## config.mk

```make
export PLATFORM = sky130hd
export DESIGN_NAME = reveal_engine
export DESIGN_NICKNAME = d
export VERILOG_FILES = /design/src/rtl/reveal_engine_pkg.sv /design/src/rtl/reveal_engine_cell.sv /design/src/rtl/reveal_engine.sv
export SDC_FILE = /design/constraint.sdc
export NUM_CORES = 2
export LEC_CHECK = 0
export CAP_MARGIN = 20
export CORE_AREA = 4 4 598 600
export DETAILED_ROUTE_END_ITERATION = 7
export DIE_AREA = 0 0 602 604
export SYNTH_ARGS = -nofsm -noshare
export SYNTH_HDL_FRONTEND = slang
export SYNTH_SLANG_ARGS = --single-unit
```

## constraint.sdc

```tcl
create_clock -name clk -period 2.8 [get_ports clk]
set_input_delay 0.56 -clock clk [delete_from_list [all_inputs] [get_ports clk]]
set_output_delay 0.56 -clock clk [all_outputs]
set_load 0.05 [all_outputs]
```

## src/rtl/reveal_engine_pkg.sv

```systemverilog
// -----------------------------------------------------------------------------
// reveal_engine_pkg
// Shared board geometry and cell encoding for the minesweeper reveal engine,
// plus small helpers for cell extraction and 8-neighbour offsets.
// The FSM state encoding is kept local to reveal_engine.
// -----------------------------------------------------------------------------
package reveal_engine_pkg;

  // Board geometry and cell encoding
  localparam int MAP_WIDTH       = 16;  // columns
  localparam int MAP_HEIGHT      = 16;  // rows
  localparam int MAP_CELL_LENGTH = 4;   // bits per cell
  localparam int MAP_X_BITS      = 4;   // column index width
  localparam int MAP_Y_BITS      = 4;   // row index width

  localparam logic [MAP_CELL_LENGTH-1:0] IS_MINE = 4'd9;

  // Derived sizes
  localparam int MAP_CELLS    = MAP_WIDTH * MAP_HEIGHT;
  localparam int MAP_BITS     = MAP_CELLS * MAP_CELL_LENGTH;
  localparam int MAP_POS_BITS = $clog2(MAP_CELLS);
  // Must be able to count a full MAP_CELLS passes.
  localparam int PASS_BITS    = $clog2(MAP_CELLS + 1);

  // Value of the cell at linear position pos.
  function automatic logic [MAP_CELL_LENGTH-1:0] cell_at(
    input logic [MAP_BITS-1:0]     map,
    input logic [MAP_POS_BITS-1:0] pos
  );
    return map[int'(pos)*MAP_CELL_LENGTH +: MAP_CELL_LENGTH];
  endfunction

  // Neighbour k (0..7) column offset, in raster order:
  // (-1,-1) (0,-1) (1,-1) (-1,0) (1,0) (-1,1) (0,1) (1,1)
  function automatic int nbr_dx(input int k);
    case (k)
      0, 3, 5: return -1;
      1, 6:    return 0;
      default: return 1;
    endcase
  endfunction

  // Neighbour k (0..7) row offset, same ordering as nbr_dx.
  function automatic int nbr_dy(input int k);
    if (k < 3)      return -1;
    else if (k < 5) return 0;
    else            return 1;
  endfunction

endpackage

```

## src/rtl/reveal_engine_cell.sv

```systemverilog
// -----------------------------------------------------------------------------
// reveal_cell
// Combinational next-shown decision for one board cell during flood fill.
// A cell is revealed this pass when it is hidden, unflagged, not a mine and
// touches at least one shown zero-valued in-map neighbour.
// Ports:
//   value    - this cell's encoded value (0..8 or IS_MINE)
//   flag     - this cell is flagged
//   shown    - this cell is already shown
//   nbr_zero - per neighbour: shown and zero (out-of-map neighbours tied 0)
//   reveal   - cell becomes shown at the next spread edge
// -----------------------------------------------------------------------------
module reveal_cell
  import reveal_engine_pkg::*;
(
  input  logic [MAP_CELL_LENGTH-1:0] value,
  input  logic                       flag,
  input  logic                       shown,
  input  logic [7:0]                 nbr_zero,
  output logic                       reveal
);

  assign reveal = !shown && !flag && (value != IS_MINE) && (|nbr_zero);

endmodule

```

## src/rtl/reveal_engine.sv

```systemverilog
// -----------------------------------------------------------------------------
// reveal_engine
// Minesweeper reveal engine. A legal click opens one cell; opening a zero
// cell starts a parallel flood fill that reveals every reachable cell one
// Chebyshev ring per clock until the board stops changing.
// Ports:
//   clk, rst_n    - rising-edge clock, asynchronous active-low reset
//   map_i         - packed cell values, cell pos at [pos*4 +: 4]
//   map_flag_i    - per-cell flag, 1 = flagged (sampled live while spreading)
//   click_valid_i - reveal request strobe with click_x_i / click_y_i
//   clear_i       - new game: hide all cells, abort any reveal
//   map_shown_o   - registered per-cell shown bits
//   busy_o        - engine is not idle
//   reveal_done_o - one-cycle pulse when a reveal completes
// -----------------------------------------------------------------------------
module reveal_engine
  import reveal_engine_pkg::*;
(
  input  logic                    clk,
  input  logic                    rst_n,
  input  logic [MAP_BITS-1:0]     map_i,
  input  logic [MAP_CELLS-1:0]    map_flag_i,
  input  logic                    click_valid_i,
  input  logic [MAP_X_BITS-1:0]   click_x_i,
  input  logic [MAP_Y_BITS-1:0]   click_y_i,
  input  logic                    clear_i,
  output logic [MAP_CELLS-1:0]    map_shown_o,
  output logic                    busy_o,
  output logic                    reveal_done_o
);

  typedef enum logic [1:0] {
    ST_IDLE   = 2'd0,
    ST_OPEN   = 2'd1,
    ST_SPREAD = 2'd2,
    ST_DONE   = 2'd3
  } state_t;

  localparam logic [PASS_BITS-1:0] PASS_LAST = PASS_BITS'(MAP_CELLS - 1);

  state_t                  state_q, state_d;
  logic [MAP_CELLS-1:0]    shown_q, shown_d;
  logic [MAP_POS_BITS-1:0] pos_q, pos_d;
  logic [PASS_BITS-1:0]    pass_q, pass_d;

  // ---------------------------------------------------------------------------
  // Click decode
  // ---------------------------------------------------------------------------
  logic                    x_in_map, y_in_map, click_ok;
  logic [MAP_POS_BITS-1:0] click_pos;

  assign x_in_map  = int'(click_x_i) < MAP_WIDTH;
  assign y_in_map  = int'(click_y_i) < MAP_HEIGHT;
  assign click_pos = MAP_POS_BITS'(int'(click_y_i) * MAP_WIDTH + int'(click_x_i));
  assign click_ok  = click_valid_i && x_in_map && y_in_map && !clear_i &&
                     !shown_q[click_pos] && !map_flag_i[click_pos];

  // ---------------------------------------------------------------------------
  // Flood-fill array: one reveal_cell per board position
  // ---------------------------------------------------------------------------
  logic [MAP_CELLS-1:0] shown_zero;
  logic [MAP_CELLS-1:0] reveal;

  for (genvar p = 0; p < MAP_CELLS; p++) begin : g_zero
    assign shown_zero[p] = shown_q[p] &&
                           (map_i[p*MAP_CELL_LENGTH +: MAP_CELL_LENGTH] == '0);
  end

  for (genvar y = 0; y < MAP_HEIGHT; y++) begin : g_row
    for (genvar x = 0; x < MAP_WIDTH; x++) begin : g_col
      logic [7:0] nbr_zero;

      // Neighbours are resolved at elaboration; anything off the board
      // (including what would be a row/column wrap) is a constant 0.
      for (genvar k = 0; k < 8; k++) begin : g_nbr
        localparam int NX = x + nbr_dx(k);
        localparam int NY = y + nbr_dy(k);
        if (NX >= 0 && NX < MAP_WIDTH && NY >= 0 && NY < MAP_HEIGHT) begin : g_in
          assign nbr_zero[k] = shown_zero[NY*MAP_WIDTH + NX];
        end else begin : g_out
          assign nbr_zero[k] = 1'b0;
        end
      end

      reveal_cell u_cell (
        .value    (map_i[(y*MAP_WIDTH + x)*MAP_CELL_LENGTH +: MAP_CELL_LENGTH]),
        .flag     (map_flag_i[y*MAP_WIDTH + x]),
        .shown    (shown_q[y*MAP_WIDTH + x]),
        .nbr_zero (nbr_zero),
        .reveal   (reveal[y*MAP_WIDTH + x])
      );
    end
  end

  // ---------------------------------------------------------------------------
  // Next-state logic
  // ---------------------------------------------------------------------------
  always_comb begin
    // NOTE: every variable written here gets a default first, so no path
    // through the case can leave it unassigned and infer a latch.
    state_d = state_q;
    shown_d = shown_q;
    pos_d   = pos_q;
    pass_d  = pass_q;

    case (state_q)
      ST_IDLE: begin
        if (click_ok) begin
          pos_d   = click_pos;
          state_d = ST_OPEN;
        end
      end

      ST_OPEN: begin
        shown_d[pos_q] = 1'b1;
        pass_d         = '0;
        state_d        = (cell_at(map_i, pos_q) == '0) ? ST_SPREAD : ST_DONE;
      end

      ST_SPREAD: begin
        shown_d = shown_q | reveal;
        pass_d  = pass_q + PASS_BITS'(1);
        // Stop on the first pass that changes nothing; the pass cap is a
        // backstop in case the flag inputs keep moving under the fill.
        if (!(|reveal) || pass_q == PASS_LAST) begin
          state_d = ST_DONE;
        end
      end

      ST_DONE: begin
        state_d = ST_IDLE;
      end

      default: begin
        state_d = ST_IDLE;
      end
    endcase

    // A new game overrides whatever the engine was doing.
    if (clear_i) begin
      state_d = ST_IDLE;
      shown_d = '0;
    end
  end

  // ---------------------------------------------------------------------------
  // State registers
  // ---------------------------------------------------------------------------
  always_ff @(posedge clk or negedge rst_n) begin
    if (!rst_n) begin
      state_q <= ST_IDLE;
      shown_q <= '0;
      pos_q   <= '0;
      pass_q  <= '0;
    end else begin
      // NOTE: non-blocking assignments so every register samples the
      // pre-edge values regardless of statement order.
      state_q <= state_d;
      shown_q <= shown_d;
      pos_q   <= pos_d;
      pass_q  <= pass_d;
    end
  end

  // ---------------------------------------------------------------------------
  // Outputs
  // ---------------------------------------------------------------------------
  assign map_shown_o   = shown_q;
  assign busy_o        = (state_q != ST_IDLE);
  // A clear arriving in DONE cancels the completion pulse.
  assign reveal_done_o = (state_q == ST_DONE) && !clear_i;

endmodule

```

==> run metrics <==
max_cap viols=0; vias in the first global route=56400; minimum clock period=~4 ns; Routed WL per cell=46.23 µm; port bufs=1549; Max Freq=245.9 MHz; DRC viols=0; pin count of the biggest net entering global routing=115; Initial DRT Pass Iterations=6; Reg2Reg Depth=12; initial core utilization=8.641%; failing checks=setup timing; Mapped Area=30430 µm²; Top FF cell, synth=dfrtp_1; Worst Tran Pin Value=1.275 ns; Area Growth Syn to Fin=140.2%; CTS tree=built; Post-Syn Nets=5452; half-perimeter wire length after placement=527300 µm; CTS H-tree lvls=2; register area=just under 7000 µm²; via count=59220; final slew viol count=0; first-pass GRT wire length=703600 µm; Setup crit end kind=flip-flop; startpoint types=flip-flop; ys async rst share=100.0%; Mapped Cells=~4200; Global Route Usage Sum=30.59%; routability congestion estimate from global placement=1.118; Die ar.=363600 µm²; # rows=~220; Post-Route Skew=0.06099 ns; EDFF count, synth=0; Root Buffer=clkbuf_16; grt ovf=0; die width=602 µm; initial antenna violation count=308; nets@finish=roughly 9000; slack of the critical path=-1.266 ns; setup TNS=-7.259 ns; peak fanout along the critical path=3; Synth Warn #=0; RSZ-0062 raised after global routing=true; Post-Syn Area per Cell=7.327 µm²; share of cells above drive strength 1=approximately 40%; area of the multi-input gates=22420 µm²; Initial DRC Count=8029; Fill cells=39640; vias per cell=4.685; Max IR drop VDD=471.5 µV; Non-Filler Instances=12640; Hold Crit Class=primary input to flip-flop; placed cells=12410; status=finished with violations; Max Buffers Root-to-Sink=3; Hold Fails Final Rpt=0; Die H=604 µm; share of the synthesized area in the top cell type=22.62%; ranking of synthesized cells by area=dfrtp_1 23%, nor2_1 8.3%, buf_4 6.3%, nand2_1 5.4%, a221oi_1 5.4%; TritonCTS sink count=275; Reg clk slew, reported paths=around 0.070 ns; Num CTS Buffers=44; WP data arrival=4.57 ns; leakage=a little over 0.03 µW; max_slew headroom=14.22%; Core ar.=about 350000 µm²; Seq cells post-synth=around 280; post-synthesis sequential area ratio=22.62%; crit path kind=flip-flop to flip-flop; Hold Crit Depth=2; Cell variety after synth=77; ratio of total power to cell area=415.2 nW/µm²; # setup viols final=13; antenna-violating nets left=0; Ports=1550; clk_lat worst skew=between 0.7 and 0.8 ns; Yosys top cell by area=dfrtp_1; routed wire length=584300 µm; most frequent cell after synthesis=nor2_1; CP Data Required Time=3.31 ns; Post-synth top cells=672 x nor2_1, 436 x nand2_1, 275 x dfrtp_1, 257 x nor4_1, 256 x buf_4; Final Cycle Share=145.2%
registers in the layout (all words and copies together), names as in the netlist:
| signal | count |
|---|---|
| pos_q | 8 |
| state_q | 2 |
| pass_q | 9 |
| map_shown_o | 256 |
per-layer routing:
layer / vias to the layer above / global-route usage (%) / part of all wire (%)
met5: - / 0 / 0.13
met4: 120 / 24.57 / 9.8
met3: 1367 / 11.26 / 10
met2: 4600 / 45.12 / 42
met1: 29500 / 35.44 / 38
li1: 23640 / - / -
final timing paths:
kind                                          to  slack (ns)             start
worst max-delay path                  state_q[0]       -1.27  map_shown_o[106]
worst min-delay path             map_shown_o[42]        0.20           clear_i
worst max register to register        state_q[0]       -1.27  map_shown_o[106]
worst min register to register         pass_q[8]        0.57         pass_q[8]
max in group asynchronous        map_shown_o[60]        1.40             rst_n
min in group asynchronous       map_shown_o[112]        0.37             rst_n
metrics by stage:
step	total power [µW]	hold slack, ns	util (%)	area, µm²	setup WS, ns
global route	30280	0.1974	20.72	72960	-1.297
global placement	23290	0.4522	19.91	70130	-3.774
floorplan	9298	0.2644	-	30540	-0.2728
CTS	29700	0.1873	20.57	72430	-1.144
detailed placement	23270	0.4523	19.96	70300	-3.065
finish	30350	0.1991	20.76	73100	-1.266
critical path, stage by stage (launching register included):
cell and delay, ns:
dfrtp_2 0.44, buf_12 0.15, and3_4 0.23, nor4_4 0.32, a41oi_2 0.19, buf_8 0.20
or4bb_4 0.69, nor4_4 0.47, and4_1 0.26, nand4_1 0.14, o311a_1 0.40, o31ai_2 0.22
o41ai_2 0.11
cells by family (layout without fill, tap and decap cells):
group                    after synthesis  count (layout)  share of synthesized area (%)
AND/OR/NAND/NOR                     2053            2053                          32.16
XOR/XNOR                               1               1                        0.02879
AO/OA/AOI/OAI                       1262            1262                          30.85
adder cells (fa/ha/maj)                7               7                         0.2878
multiplexers                          81              81                          5.037
flip-flops                           275             275                          22.62
other                                  0             137                              0
buffers and inverters                474            4095                          9.018
cell usage in the layout, fill, tap and decap left out, types with 45 or more instances in the layout:
master              n
mux4_2             56
a211oi_1           71
diode_2           137
nand3_1           157
clkbuf_16          45
clkdlybuf4s50_1  1274
nor2_1            645
nand2_1           429
a31oi_1            79
o31ai_1            56
o21ai_0            74
and2_1             52
nand4_1            69
a22oi_1            68
and3_1             56
a221oi_1          185
nor4_2             78
a311oi_1           57
nor4_1            157
buf_12            220
buf_4            2445
dfrtp_1           263
a311o_1            79
nor3_1            177
a21oi_1           246
power by group:
part / switching [µW] / leakage, µW / internal (µW) / total, µW
Sequential: 230 / 0.00381 / 4140 / 4370
Clock: 2830 / 0.000752 / 3530 / 6360
Combinational: 12300 / 0.0266 / 7310 / 19600
Total: 15400 / 0.0311 / 15000 / 30300
layout make-up:
class	instances	share of cell area (%)
Timing Repair Buffer	3976	49.04
Sequential cell	275	9.441
Tap cell	4730	8.096
Clock inverter	14	0.2174
Clock buffer	66	1.854
Antenna cell	137	0.4690
Inverter	39	0.2174
Multi-Input combinational cell	3404	30.67
repair_timing:
item | 4_1_cts | 5_1_grt
hold buffers | 1 | 0
gates resized for setup | 130 | 59
endpoints found under the hold margin | 17 | 0
setup buffers | 9 | 9
setup endpoints to repair | 41 | 35
pin swaps | 22 | 13
Power figures use the tool's default switching activity.
